**config.mk**
```make
export PLATFORM = sky130hd
export DESIGN_NAME = delay_sram_arbiter
export DESIGN_NICKNAME = d
export VERILOG_FILES = /design/src/rtl/delay_sram_arbiter.sv
export SDC_FILE = /design/constraint.sdc
export NUM_CORES = 1
export LEC_CHECK = 0
export CORE_UTILIZATION = 50
export DETAILED_ROUTE_END_ITERATION = 10
export HOLD_SLACK_MARGIN = 0.06
export MAX_ROUTING_LAYER = met4
export PLACE_DENSITY = 0.75
export SLEW_MARGIN = 5
export SYNTH_ARGS = -nofsm -noshare
export SYNTH_HDL_FRONTEND = slang
export SYNTH_SLANG_ARGS = --single-unit
```
**constraint.sdc**
```tcl
create_clock -name clk -period 4.4 [get_ports clk]
set_input_delay 0.66 -clock clk [delete_from_list [all_inputs] [get_ports clk]]
set_output_delay 0.66 -clock clk [all_outputs]
set_load 0.01 [all_outputs]
```
**src/rtl/delay_sram_arbiter.sv**
```systemverilog
// rtl/delay_sram_arbiter.sv - round-robin arbiter sharing the delay-line SRAM with bank ownership checks
module delay_sram_arbiter #(
    parameter int n_requesters   = 4,
    parameter int data_width     = 16,
    parameter int n_sram_banks   = 64,
    parameter int sram_bank_size = 1024,
    localparam int bank_w        = $clog2(n_sram_banks),
    localparam int offset_w      = $clog2(sram_bank_size),
    localparam int id_w          = $clog2(n_requesters)
) (
    input  logic                                clk,
    input  logic                                reset,
    input  logic [n_requesters-1:0]             req,
    input  logic [n_requesters-1:0]             req_write,
    input  logic [n_requesters*bank_w-1:0]      req_bank,
    input  logic [n_requesters*offset_w-1:0]    req_offset,
    input  logic [n_requesters*data_width-1:0]  req_wdata,
    output logic [n_requesters-1:0]             ack,
    output logic [n_requesters-1:0]             rvalid,
    output logic [data_width-1:0]               rdata,
    output logic                                sram_en,
    output logic                                sram_we,
    output logic [bank_w+offset_w-1:0]          sram_addr,
    output logic [data_width-1:0]               sram_wdata,
    input  logic [data_width-1:0]               sram_rdata,
    input  logic                                alloc_write,
    input  logic [bank_w-1:0]                   alloc_bank,
    input  logic [id_w-1:0]                     alloc_owner,
    input  logic                                alloc_free,
    output logic                                fault,
    output logic [id_w-1:0]                     fault_requester,
    input  logic                                clear_fault
);

    // Round-robin pointer and bank ownership table
    logic [id_w-1:0]         rr_ptr;
    logic [n_sram_banks-1:0] tbl_valid;
    logic [id_w-1:0]         tbl_owner [n_sram_banks];

    // Read return pipeline: stage 1 is the SRAM command cycle, stage 2 the SRAM data cycle
    logic            rd1_valid, rd2_valid;
    logic [id_w-1:0] rd1_id, rd2_id;
    logic            rd1_legal, rd2_legal;

    logic [n_requesters-1:0] eligible;
    logic                    grant_valid;
    logic [id_w-1:0]         grant_idx;
    logic [id_w:0]           cand;

    logic [bank_w-1:0]     sel_bank;
    logic [offset_w-1:0]   sel_offset;
    logic [data_width-1:0] sel_wdata;
    logic                  sel_write;
    logic                  legal;
    logic                  violation;

    // Pick the first eligible requester at or after rr_ptr; the one acked last cycle is masked
    always_comb begin
        eligible    = req & ~ack;
        grant_valid = 1'b0;
        grant_idx   = '0;
        cand        = '0;
        for (int i = 0; i < n_requesters; i++) begin
            cand = {1'b0, rr_ptr} + (id_w+1)'(i);
            if (cand >= (id_w+1)'(n_requesters))
                cand = cand - (id_w+1)'(n_requesters);
            if (!grant_valid && eligible[cand[id_w-1:0]]) begin
                grant_valid = 1'b1;
                grant_idx   = cand[id_w-1:0];
            end
        end
    end

    // Select the granted requester's fields and check ownership against the pre-update table
    always_comb begin
        sel_bank   = req_bank[int'(grant_idx)*bank_w +: bank_w];
        sel_offset = req_offset[int'(grant_idx)*offset_w +: offset_w];
        sel_wdata  = req_wdata[int'(grant_idx)*data_width +: data_width];
        sel_write  = req_write[grant_idx];
        legal      = tbl_valid[sel_bank] && (tbl_owner[sel_bank] == grant_idx);
        violation  = grant_valid && !legal;
    end

    // Register the grant: ack pulse, pointer advance and SRAM command for legal accesses
    always_ff @(posedge clk) begin
        if (reset) begin
            ack        <= '0;
            rr_ptr     <= '0;
            sram_en    <= 1'b0;
            sram_we    <= 1'b0;
            sram_addr  <= '0;
            sram_wdata <= '0;
        end else begin
            ack     <= '0;
            sram_en <= 1'b0;
            sram_we <= 1'b0;
            if (grant_valid) begin
                ack[grant_idx] <= 1'b1;
                rr_ptr <= (grant_idx == id_w'(n_requesters - 1)) ? '0 : grant_idx + 1'b1;
                if (legal) begin
                    sram_en    <= 1'b1;
                    sram_we    <= sel_write;
                    sram_addr  <= {sel_bank, sel_offset};
                    sram_wdata <= sel_wdata;
                end
            end
        end
    end

    // Carry granted reads through the SRAM latency; blocked reads return zero
    always_ff @(posedge clk) begin
        if (reset) begin
            rd1_valid <= 1'b0;
            rd1_id    <= '0;
            rd1_legal <= 1'b0;
            rd2_valid <= 1'b0;
            rd2_id    <= '0;
            rd2_legal <= 1'b0;
            rvalid    <= '0;
            rdata     <= '0;
        end else begin
            rd1_valid <= grant_valid && !sel_write;
            rd1_id    <= grant_idx;
            rd1_legal <= legal;
            rd2_valid <= rd1_valid;
            rd2_id    <= rd1_id;
            rd2_legal <= rd1_legal;
            rvalid    <= '0;
            if (rd2_valid) begin
                rvalid[rd2_id] <= 1'b1;
                rdata          <= rd2_legal ? sram_rdata : '0;
            end
        end
    end

    // Sticky fault flag; the first offender is kept until cleared, a new fault beats a clear
    always_ff @(posedge clk) begin
        if (reset) begin
            fault           <= 1'b0;
            fault_requester <= '0;
        end else if (violation) begin
            fault <= 1'b1;
            if (!fault || clear_fault)
                fault_requester <= grant_idx;
        end else if (clear_fault) begin
            fault           <= 1'b0;
            fault_requester <= '0;
        end
    end

    // Ownership valid bits, cleared on reset and updated by the control unit
    always_ff @(posedge clk) begin
        if (reset)
            tbl_valid <= '0;
        else if (alloc_write)
            tbl_valid[alloc_bank] <= !alloc_free;
    end

    // Owner ids only matter while the valid bit is set, so they need no reset
    always_ff @(posedge clk) begin
        if (!reset && alloc_write && !alloc_free)
            tbl_owner[alloc_bank] <= alloc_owner;
    end

endmodule

```
==> impl_summary.log, run 1 <==
INFO  metric outcome = completed
INFO  metric core_region_area = 24,500 um^2
INFO  metric mappedNetlistArea = between 10,000 and 15,000 um^2
INFO  metric leakagePower = 6.06 nW
INFO  metric setup_violations = 0
INFO  metric maxCapViolCount = 0
INFO  metric syn2layout_area_growth = 33.2%
INFO  metric yosysSeqAreaShare = 0.520
INFO  metric cts.clk_slew.worst_paths = 0.07 ns
INFO  metric clock.fmax = 231 MHz
INFO  metric cts_tree = done
INFO  metric path_cells = clkdlybuf4s50_1 > nor2b_1 > o221ai_1 > a21oi_4 > buf_4 > and3_1 > nor2_4 > buf_4 > a2111oi_1 > nor4b_2 > nor4_1 > buf_4 > and3_1 > o2111a_2 > buf_4 > nand2_1 > buf_12 > mux2i_1
INFO  metric initial_core_util = 0.513
INFO  metric post-cts-setup-buffers = 0
INFO  metric post-place-ws = -0.492 ns
INFO  metric cp.arrival = approximately 4.8 ns
INFO  metric nNetsFinal = 1,748
INFO  metric critical_path.n_buffers_inverters = 6
INFO  metric global_route_overflow = 0
INFO  metric critical_path.startpoint = req[1]
INFO  metric drc = 0
INFO  metric port-buffer-count = 225
INFO  metric first_pass_grt_wire_length = ~62 mm
INFO  metric track_usage = 0.321
INFO  metric cts_root_buffer = sky130_fd_sc_hd__clkbuf_16
INFO  metric finalWeightedCongestion = 0.918
INFO  metric critPathMaxFanout = 10
INFO  metric endpoint_of_the_worst_setup_timing_path = sram_addr[14]$_SDFFE_PP0P_
INFO  metric timing.final.crit_period = about 4.3 ns
INFO  metric grt_pass1_vias = roughly 11,000
INFO  metric hold_path_class = register to register
INFO  metric rr_worst_depth = 17
INFO  metric num-fill-cells = 1,877
INFO  metric cp_slowest_stage_delay = 0.51 ns
INFO  metric num_vias = 11,500
INFO  metric timing.hold.worst_path_depth = 1
INFO  metric cts.htree.levels = 1
INFO  metric synthesized_area_per_cell = approximately 10 um^2
INFO  metric io_pins = 226
INFO  metric postSynthNetCount = approximately 1,500
INFO  metric floorplan.die.width = 161 um
INFO  metric die_area = 25,800 um^2
INFO  metric final_hold_viol_count = 0
INFO  metric synth_top_flop_cell = sky130_fd_sc_hd__dfxtp_1
INFO  metric critical-path-slowest-cell = sky130_fd_sc_hd__a2111oi_1
INFO  metric post-route-util = 0.684
INFO  metric core.rowCount = 57
INFO  metric wire_per_inst = about 21 um
INFO  metric final_critical_path_setup_slack = about 0.064 ns
INFO  metric worst-path-stages = 18
INFO  metric drt_iter0_drc = 1,257
INFO  metric worst_slew_margin_rel = 0.279
INFO  metric grt_start_max_net_pins = 68
INFO  metric crit_family = simple AND/OR/NAND/NOR gates
INFO  metric crit_required = 4.84 ns
INFO  metric layout-drive-gt1-share = 0.143
INFO  metric power_per_cell_area = 578 nW/um^2
INFO  metric max-vdd-ir-drop = 0.361 mV
INFO  metric clock-sinks = 263
INFO  metric synth-warning-count = 0
INFO  metric cp-end-kind = register
INFO  metric place.detailed.hpwl = 29.0 mm
INFO  metric synth_cell_types = 83
INFO  metric dr.pass1.iters = 6
INFO  metric layout_worst_path_cycle_share = 0.985
INFO  metric async_flop_share = 0
INFO  metric max_slew.worst_pin.slew = around 1.1 ns
INFO  metric clock-skew-final = ~0.0095 ns
INFO  metric worst_setup_start_kind = input pin
INFO  metric reg2reg_from = ack[2]$_SDFF_PP0_
INFO  metric r2r_path_end = sram_addr[14]$_SDFFE_PP0P_
INFO  metric rrSetupSlack = 0.26 ns
INFO  metric count_of_flip_flops_with_a_built_in_enable_after_synthesis = between 100 and 150
INFO  metric critical_path_class = input pin to register
INFO  metric clk_latency = 0.55 ns
INFO  metric die-height = 161 um
INFO  metric cts-root-to-sink-buffers = 3
INFO  metric antenna_left = 0
INFO  metric tritoncts.num_buffers = 27
INFO  metric detail_route.wirelength = 41.4 mm
INFO  metric synth.ff_latch_count = 263
INFO  metric maxSlewViolCount = 0
INFO  metric vias_per_cell = 5.96
INFO  metric crit_top_cell = sky130_fd_sc_hd__buf_4
INFO  metric postSynthCellCount = 1,295
INFO  metric number_of_antenna_violations_at_the_first_check_in_global_routing = 4
placed cells by master (no fill, tap or decap), types with 4 or more instances in the layout:
| cell type | netlist | layout |
|---|---|---|
| sky130_fd_sc_hd__clkdlybuf4s50_1 | 0 | 221 |
| sky130_fd_sc_hd__nor2_1 | 193 | 193 |
| sky130_fd_sc_hd__nand2_1 | 168 | 168 |
| sky130_fd_sc_hd__dfxtp_1 | 135 | 135 |
| sky130_fd_sc_hd__edfxtp_1 | 128 | 128 |
| sky130_fd_sc_hd__buf_4 | 1 | 120 |
| sky130_fd_sc_hd__nand3_1 | 113 | 113 |
| sky130_fd_sc_hd__a211oi_1 | 62 | 62 |
| sky130_fd_sc_hd__a21oi_1 | 49 | 47 |
| sky130_fd_sc_hd__mux2i_1 | 37 | 37 |
| sky130_fd_sc_hd__o21ai_0 | 28 | 28 |
| sky130_fd_sc_hd__and3_1 | 28 | 27 |
| sky130_fd_sc_hd__a311oi_1 | 27 | 27 |
| sky130_fd_sc_hd__clkbuf_16 | 0 | 27 |
| sky130_fd_sc_hd__nor2b_1 | 27 | 26 |
| sky130_fd_sc_hd__a32o_1 | 21 | 21 |
| sky130_fd_sc_hd__and2_1 | 12 | 12 |
| sky130_fd_sc_hd__nor3_1 | 11 | 10 |
| sky130_fd_sc_hd__mux2_2 | 10 | 10 |
| sky130_fd_sc_hd__mux4_2 | 10 | 10 |
| sky130_fd_sc_hd__inv_1 | 9 | 9 |
| sky130_fd_sc_hd__o211ai_1 | 9 | 9 |
| sky130_fd_sc_hd__buf_12 | 0 | 9 |
| sky130_fd_sc_hd__clkbuf_8 | 0 | 8 |
| sky130_fd_sc_hd__or3_1 | 7 | 7 |
| sky130_fd_sc_hd__clkbuf_1 | 65 | 7 |
| sky130_fd_sc_hd__nor3b_1 | 6 | 6 |
| sky130_fd_sc_hd__clkinv_2 | 0 | 6 |
| sky130_fd_sc_hd__nand2b_1 | 5 | 5 |
| sky130_fd_sc_hd__nand3b_1 | 5 | 5 |
| sky130_fd_sc_hd__nand4_1 | 5 | 5 |
| sky130_fd_sc_hd__a31oi_1 | 5 | 5 |
| sky130_fd_sc_hd__a21boi_0 | 5 | 5 |
| sky130_fd_sc_hd__diode_2 | 0 | 4 |
| sky130_fd_sc_hd__o32ai_1 | 4 | 4 |
| sky130_fd_sc_hd__a22o_1 | 4 | 4 |
| sky130_fd_sc_hd__ha_1 | 4 | 4 |
layout make-up:
| class | instances | area (um^2) | area share |
|---|---|---|---|
| sequential | 263 | 6550 | 0.390 |
| multi-input combinational | 923 | 5610 | 0.334 |
| timing repair buffer | 353 | 3310 | 0.197 |
| clock buffer | 42 | 812 | 0.0484 |
| tap | 324 | 405 | 0.0242 |
| clock inverter | 7 | 50.0 | 0.00298 |
| inverter | 11 | 41.3 | 0.00246 |
| antenna | 4 | 10.0 | 0.000596 |
where the power goes:
part           leakage (nW)  switching [mW]  internal, mW
sequential             2.24          0.0720          2.68
combinational          3.38            2.59          2.14
clock                 0.432           0.956          1.27
cells in the mapped netlist, types with 11 or more instances:
| library cell | n | area [um^2] |
|---|---|---|
| sky130_fd_sc_hd__buf_2 | 13 | 65.1 |
| sky130_fd_sc_hd__o21ai_0 | 28 | 140 |
| sky130_fd_sc_hd__edfxtp_1 | 128 | 3840 |
| sky130_fd_sc_hd__nor2b_1 | 27 | 169 |
| sky130_fd_sc_hd__nand3_1 | 113 | 566 |
| sky130_fd_sc_hd__nand2_1 | 168 | 631 |
| sky130_fd_sc_hd__dfxtp_1 | 135 | 2700 |
| sky130_fd_sc_hd__nor2_1 | 193 | 724 |
| sky130_fd_sc_hd__and2_1 | 12 | 75.1 |
| sky130_fd_sc_hd__a311oi_1 | 27 | 236 |
| sky130_fd_sc_hd__and3_1 | 28 | 175 |
| sky130_fd_sc_hd__a21oi_1 | 49 | 245 |
| sky130_fd_sc_hd__clkbuf_1 | 65 | 244 |
| sky130_fd_sc_hd__mux2i_1 | 37 | 370 |
| sky130_fd_sc_hd__a32o_1 | 21 | 210 |
| sky130_fd_sc_hd__nor3_1 | 11 | 55.1 |
| sky130_fd_sc_hd__a211oi_1 | 62 | 465 |
per-stage QoR:
step	hold slack, ns	std cells	instance area, um^2	setup TNS [ns]	power [mW]
6_report	0.437	1927	16800	0	9.70
5_1_grt	0.462	1927	16800	-0.409	10.1
4_1_cts	0.441	1922	16700	0	9.54
3_5_place_dp	0.427	1873	15800	-14.67	7.32
3_3_place_gp	0.418	1873	15800	-10.66	7.25
2_1_floorplan	0.414	1295	12600	0	5.30
sequential cells by signal, indices dropped and copies added, names as in the netlist:
name	flops
rvalid	4
sram_we	1
sram_wdata	16
tbl_valid	64
tbl_owner	128
fault_requester	2
ack	4
fault	1
rd2_valid	1
rd1_id	2
rd1_valid	1
rdata	16
sram_addr	16
rr_ptr	2
sram_en	1
rd2_legal	1
rd2_id	2
rd1_legal	1
metal layers:
metal	wire length, um	GRT usage	share of wire	vias up
met5	0	-	0	-
met4	2420	0.171	0.059	0
met3	3530	0.0519	0.085	146
met2	19700	0.517	0.48	592
met1	15800	0.386	0.38	5405
li1	-	-	-	5341
cell families (layout without fill, tap and decap cells):
logic type / after synthesis / count (layout) / share of synthesized area
AND/OR/NAND/NOR: 601 / 602 / 0.222
flip-flops: 263 / 263 / 0.520
AO/OA/AOI/OAI: 259 / 259 / 0.155
buffers and inverters: 110 / 413 / 0.0412
multiplexers: 58 / 58 / 0.0583
adder cells (fa/ha/maj): 4 / 4 / 0.00397
other: 0 / 4 / 0
repair_timing:
item	in CTS	in global routing
setup endpoints to repair	0	35
endpoints found under the hold margin	0	0
resized for setup	0	16
hold buffers	0	0
how the worst min path moves through the flow:
stage	start	end	slack (ns)
5_1_grt	rd1_valid$_SDFF_PP0_	rd2_valid$_SDFF_PP0_	0.46
6_report	rd1_valid$_SDFF_PP0_	rd2_valid$_SDFF_PP0_	0.44
3_3_place_gp	rd1_legal$_SDFF_PP0_	rd2_legal$_SDFF_PP0_	0.42
4_1_cts	rd1_valid$_SDFF_PP0_	rd2_valid$_SDFF_PP0_	0.44
2_1_floorplan	rd1_id[0]$_SDFF_PP0_	rd2_id[0]$_SDFF_PP0_	0.41
3_5_place_dp	rd1_valid$_SDFF_PP0_	rd2_valid$_SDFF_PP0_	0.43
Note: power is estimated with default switching activity, not from simulation.
==> run 2, diff against run 1 <==
--- a/config.mk
+++ b/config.mk
@@ -12,2 +12,3 @@
 export PLACE_DENSITY = 0.75
+export REMOVE_ABC_BUFFERS = 1
 export SLEW_MARGIN = 5
--- a/constraint.sdc
+++ b/constraint.sdc
@@ -3,2 +3,2 @@
 set_output_delay 0.66 -clock clk [all_outputs]
-set_load 0.01 [all_outputs]
+set_load 0.1 [all_outputs]
==> run 2 against run 1 <==
  * Sequential cell count stayed put
  * Highest routed layer unchanged
  * Worst hold slack better by 0.0073 ns
  * Die area stayed put
  * Via count is 1.3% higher
  * Cell count is 0.62% lower
  * Wire length is 0.85% lower
==> impl_summary.log, run 2 (synthesized netlist as in run 1, its figures left out) <==
INFO  metric seq_power_share = 0.265 (-0.018)
INFO  metric maxSlewViolCount = 0 (unchanged)
INFO  metric final_critical_path_setup_slack = 0.128 ns (+0.0640 ns)
INFO  metric timing.final.crit_period = 4.27 ns (-0.0640 ns)
INFO  metric die_area = 25,800 um^2 (unchanged)
INFO  metric max_slew.worst_pin.slew = 1.11 ns (+0.0304 ns)
INFO  metric switching_share_of_total_power = 0.397 (+0.0242)
INFO  metric antenna_left = 0 (unchanged)
INFO  metric syn2layout_area_growth = 33.8%
INFO  metric setup_violations = 0 (unchanged)
INFO  metric clock-sinks = 263 (unchanged)
INFO  metric die-height = 161 um (unchanged)
INFO  metric worst_hold_startpoint = rd1_id[1]$_SDFF_PP0_
INFO  metric place.detailed.hpwl = 28.6 mm (-1.3%)
INFO  metric core.rowCount = 57 (unchanged)
INFO  metric vias_per_cell = 6.08 (+2.0%)
INFO  metric reg2reg_from = rr_ptr[0]$_SDFFE_PP0P_
INFO  metric path_cells = clkdlybuf4s50_1 > nor2b_2 > o221a_2 > o21ai_2 > and3_1 > nor2_8 > buf_12 > buf_4 > mux2i_1 > o221ai_1 > nor4b_2 > nor4_2 > buf_4 > a21oi_1 > o2111a_1 > a21oi_1 > buf_12 > a32o_1
INFO  metric final_hold_viol_count = 0 (unchanged)
INFO  metric clock-skew-final = 0.0132 ns (+0.00373 ns)
INFO  metric drc = 0 (unchanged)
INFO  metric global_route_overflow = 0 (unchanged)
INFO  metric max-vdd-ir-drop = 0.384 mV (+6.4%)
INFO  metric core_region_area = 24,500 um^2 (unchanged)
INFO  metric grt_pass1_vias = 11,200 (+2.0%)
INFO  metric cts.htree.levels = 1 (unchanged)
INFO  metric hold_path_class = register to register
INFO  metric leakagePower = 6.05 nW (about the same)
INFO  metric wire_per_inst = 21.4 um (-0.23%)
INFO  metric cts-root-to-sink-buffers = 3 (unchanged)
INFO  metric port-buffer-count = 225 (unchanged)
INFO  metric outcome = completed
INFO  metric cp.arrival = 4.70 ns (-0.07 ns)
INFO  metric post-place-cells = 1,863 (-0.53%)
INFO  metric diodes = 0 (-4)
INFO  metric hold_path_end = rd2_id[1]$_SDFF_PP0_
INFO  metric final_cell_mix = sky130_fd_sc_hd__clkdlybuf4s50_1 (221), sky130_fd_sc_hd__nor2_1 (193), sky130_fd_sc_hd__nand2_1 (168)
INFO  metric clock.fmax = 234 MHz (+1.5%)
INFO  metric tritoncts.num_buffers = 28 (+3.7%)
INFO  metric cts_tree = done
INFO  metric combinationalPowerShare = 0.498 (+0.010)
INFO  metric power.total = 10.4 mW (+6.9%)
INFO  metric worst_slew_margin_rel = 0.258 (-0.0202)
INFO  metric power_frac_clock = 0.236 (+0.007)
INFO  metric number_of_antenna_violations_at_the_first_check_in_global_routing = 0 (-4)
INFO  metric num_vias = 11,600 (+1.3%)
INFO  metric post-route-util = 0.687 (+0.00270)
INFO  metric grt_start_max_net_pins = 71 (+4.4%)
INFO  metric critical-path-slowest-cell = sky130_fd_sc_hd__clkdlybuf4s50_1
INFO  metric maxCapViolCount = 0 (unchanged)
INFO  metric nNetsFinal = 1,738 (-0.57%)
INFO  metric largest_regs = tbl_owner x128, tbl_valid x64
INFO  metric finalNonFillerCells = 1,915 (-0.62%)
INFO  metric rrSetupSlack = 0.28 ns (+0.02 ns)
INFO  metric layout_worst_path_cycle_share = 0.971 (-0.0145)
INFO  metric cp_slowest_stage_delay = 0.53 ns (+0.02 ns)
INFO  metric track_usage = 0.320 (-0.000815)
INFO  metric initial_core_util = 0.513 (unchanged)
INFO  metric internal-power = 6.25 mW (+2.8%)
INFO  metric crit_required = 4.82 ns (-0.02 ns)
INFO  metric io_pins = 226 (unchanged)
INFO  metric detail_route.wirelength = 41.0 mm (-0.85%)
INFO  metric clk_latency = 0.54 ns (about the same)
INFO  metric power_switching = 4.12 mW (+14%)
INFO  metric post-place-ws = -0.651 ns (-0.159 ns)
INFO  metric layout-drive-gt1-share = 0.142 (-0.00117)
INFO  metric largest-register = tbl_owner
INFO  metric critPathMaxFanout = 20 (+10)
INFO  metric power_per_cell_area = 616 nW/um^2 (+6.5%)
INFO  metric design_area = 16,800 um^2 (+0.40%)
INFO  metric critical_path_class = input pin to register
INFO  metric timing.hold.worst_path_depth = 1 (unchanged)
INFO  metric final_common_cell = sky130_fd_sc_hd__clkdlybuf4s50_1
INFO  metric drt_iter0_drc = 1,138 (-9.5%)
INFO  metric floorplan.die.width = 161 um (unchanged)
INFO  metric r2r_path_end = sram_wdata[11]$_SDFFE_PP0P_
INFO  metric rr_worst_depth = 17 (unchanged)
INFO  metric first_pass_grt_wire_length = 62.5 mm (+0.71%)
INFO  metric cts_root_buffer = sky130_fd_sc_hd__clkbuf_16
INFO  metric dr.pass1.iters = 6 (unchanged)
INFO  metric finalWeightedCongestion = 0.892 (-2.8%)
INFO  metric worst_setup_start_kind = input pin
INFO  metric largest_reg_flops = 128 (unchanged)
INFO  metric cp-end-kind = register
INFO  metric placedInstanceArea = 15,800 um^2 (-0.31%)
INFO  metric cts.clk_slew.worst_paths = 0.06 ns (about the same)
==> run 2: changes by cell type in the layout (fill, tap and decap cells not counted), moves of 4 or more <==
cell	delta
sky130_fd_sc_hd__buf_4	-12
sky130_fd_sc_hd__clkbuf_8	-7
sky130_fd_sc_hd__clkbuf_1	-6
sky130_fd_sc_hd__clkinvlp_4	+6
sky130_fd_sc_hd__bufinv_16	+4
sky130_fd_sc_hd__diode_2	-4
==> run 2: power by group through the flow <==
stage / sequential (mW) / clock (mW) / combinational (mW)
2_1_floorplan: 3.30 / 0 / 2.20
3_3_place_gp: 2.80 / 0 / 4.88
3_5_place_dp: 2.80 / 0 / 4.96
4_1_cts: 2.75 / 2.48 / 5.01
5_1_grt: 2.76 / 2.58 / 5.45
6_report: 2.75 / 2.45 / 5.17
==> run 2: worst max path at each step <==
stage	start	to	slack, ns	depth (start not counted)
CTS	req[3]	sram_wdata[11]$_SDFFE_PP0P_	0.03	17
detailed placement	req[3]	sram_addr[15]$_SDFFE_PP0P_	-0.65	16
global placement	req[3]	fault_requester[1]$_SDFFE_PP0P_	-0.49	16
floorplan	ack[0]$_SDFF_PP0_	sram_addr[0]$_SDFFE_PP0P_	-2.10	14
global route	req[3]	sram_addr[6]$_SDFFE_PP0P_	-0.01	20
finish	req[2]	sram_wdata[11]$_SDFFE_PP0P_	0.13	18
==> run 2: final cells by class <==
type / count / area [um^2]
Fill cell: 1864 / 7690
Sequential cell: 263 / 6550
Multi-Input combinational cell: 922 / 5620
Timing Repair Buffer: 343 / 3260
Clock buffer: 31 / 743
Tap cell: 324 / 405
Clock inverter: 21 / 229
Inverter: 11 / 41.3
==> run 2: worst max-delay path, delay by kind of cell <==
family,cells,cell delay [ns]
multiplexers,1,0.24
AND/OR/NAND/NOR,5,1.21
AO/OA/AOI/OAI,7,1.43
buffers and inverters,5,1.12
==> run 2: timing repair <==
item	4_1_cts	5_1_grt
pin swaps	0	4
setup endpoints to repair	29	37
hold buffers	0	0
gates resized for setup	4	15
setup buffers	0	0
gates cloned	0	0
==> run 2: metrics by stage <==
step,hold slack (ns),TNS [ns]
finish,0.444,0
global route,0.457,-0.0190
CTS,0.440,0
detailed placement,0.425,-21.78
global placement,0.418,-16.27
floorplan,0.414,-70.10
==> run 2: metal layers <==
layer,share of wire,vias to the layer above,track usage
met5,0,-,-
met4,0.038,0,0.128
met3,0.085,102,0.0413
met2,0.48,628,0.527
met1,0.40,5596,0.399
li1,-,5312,-
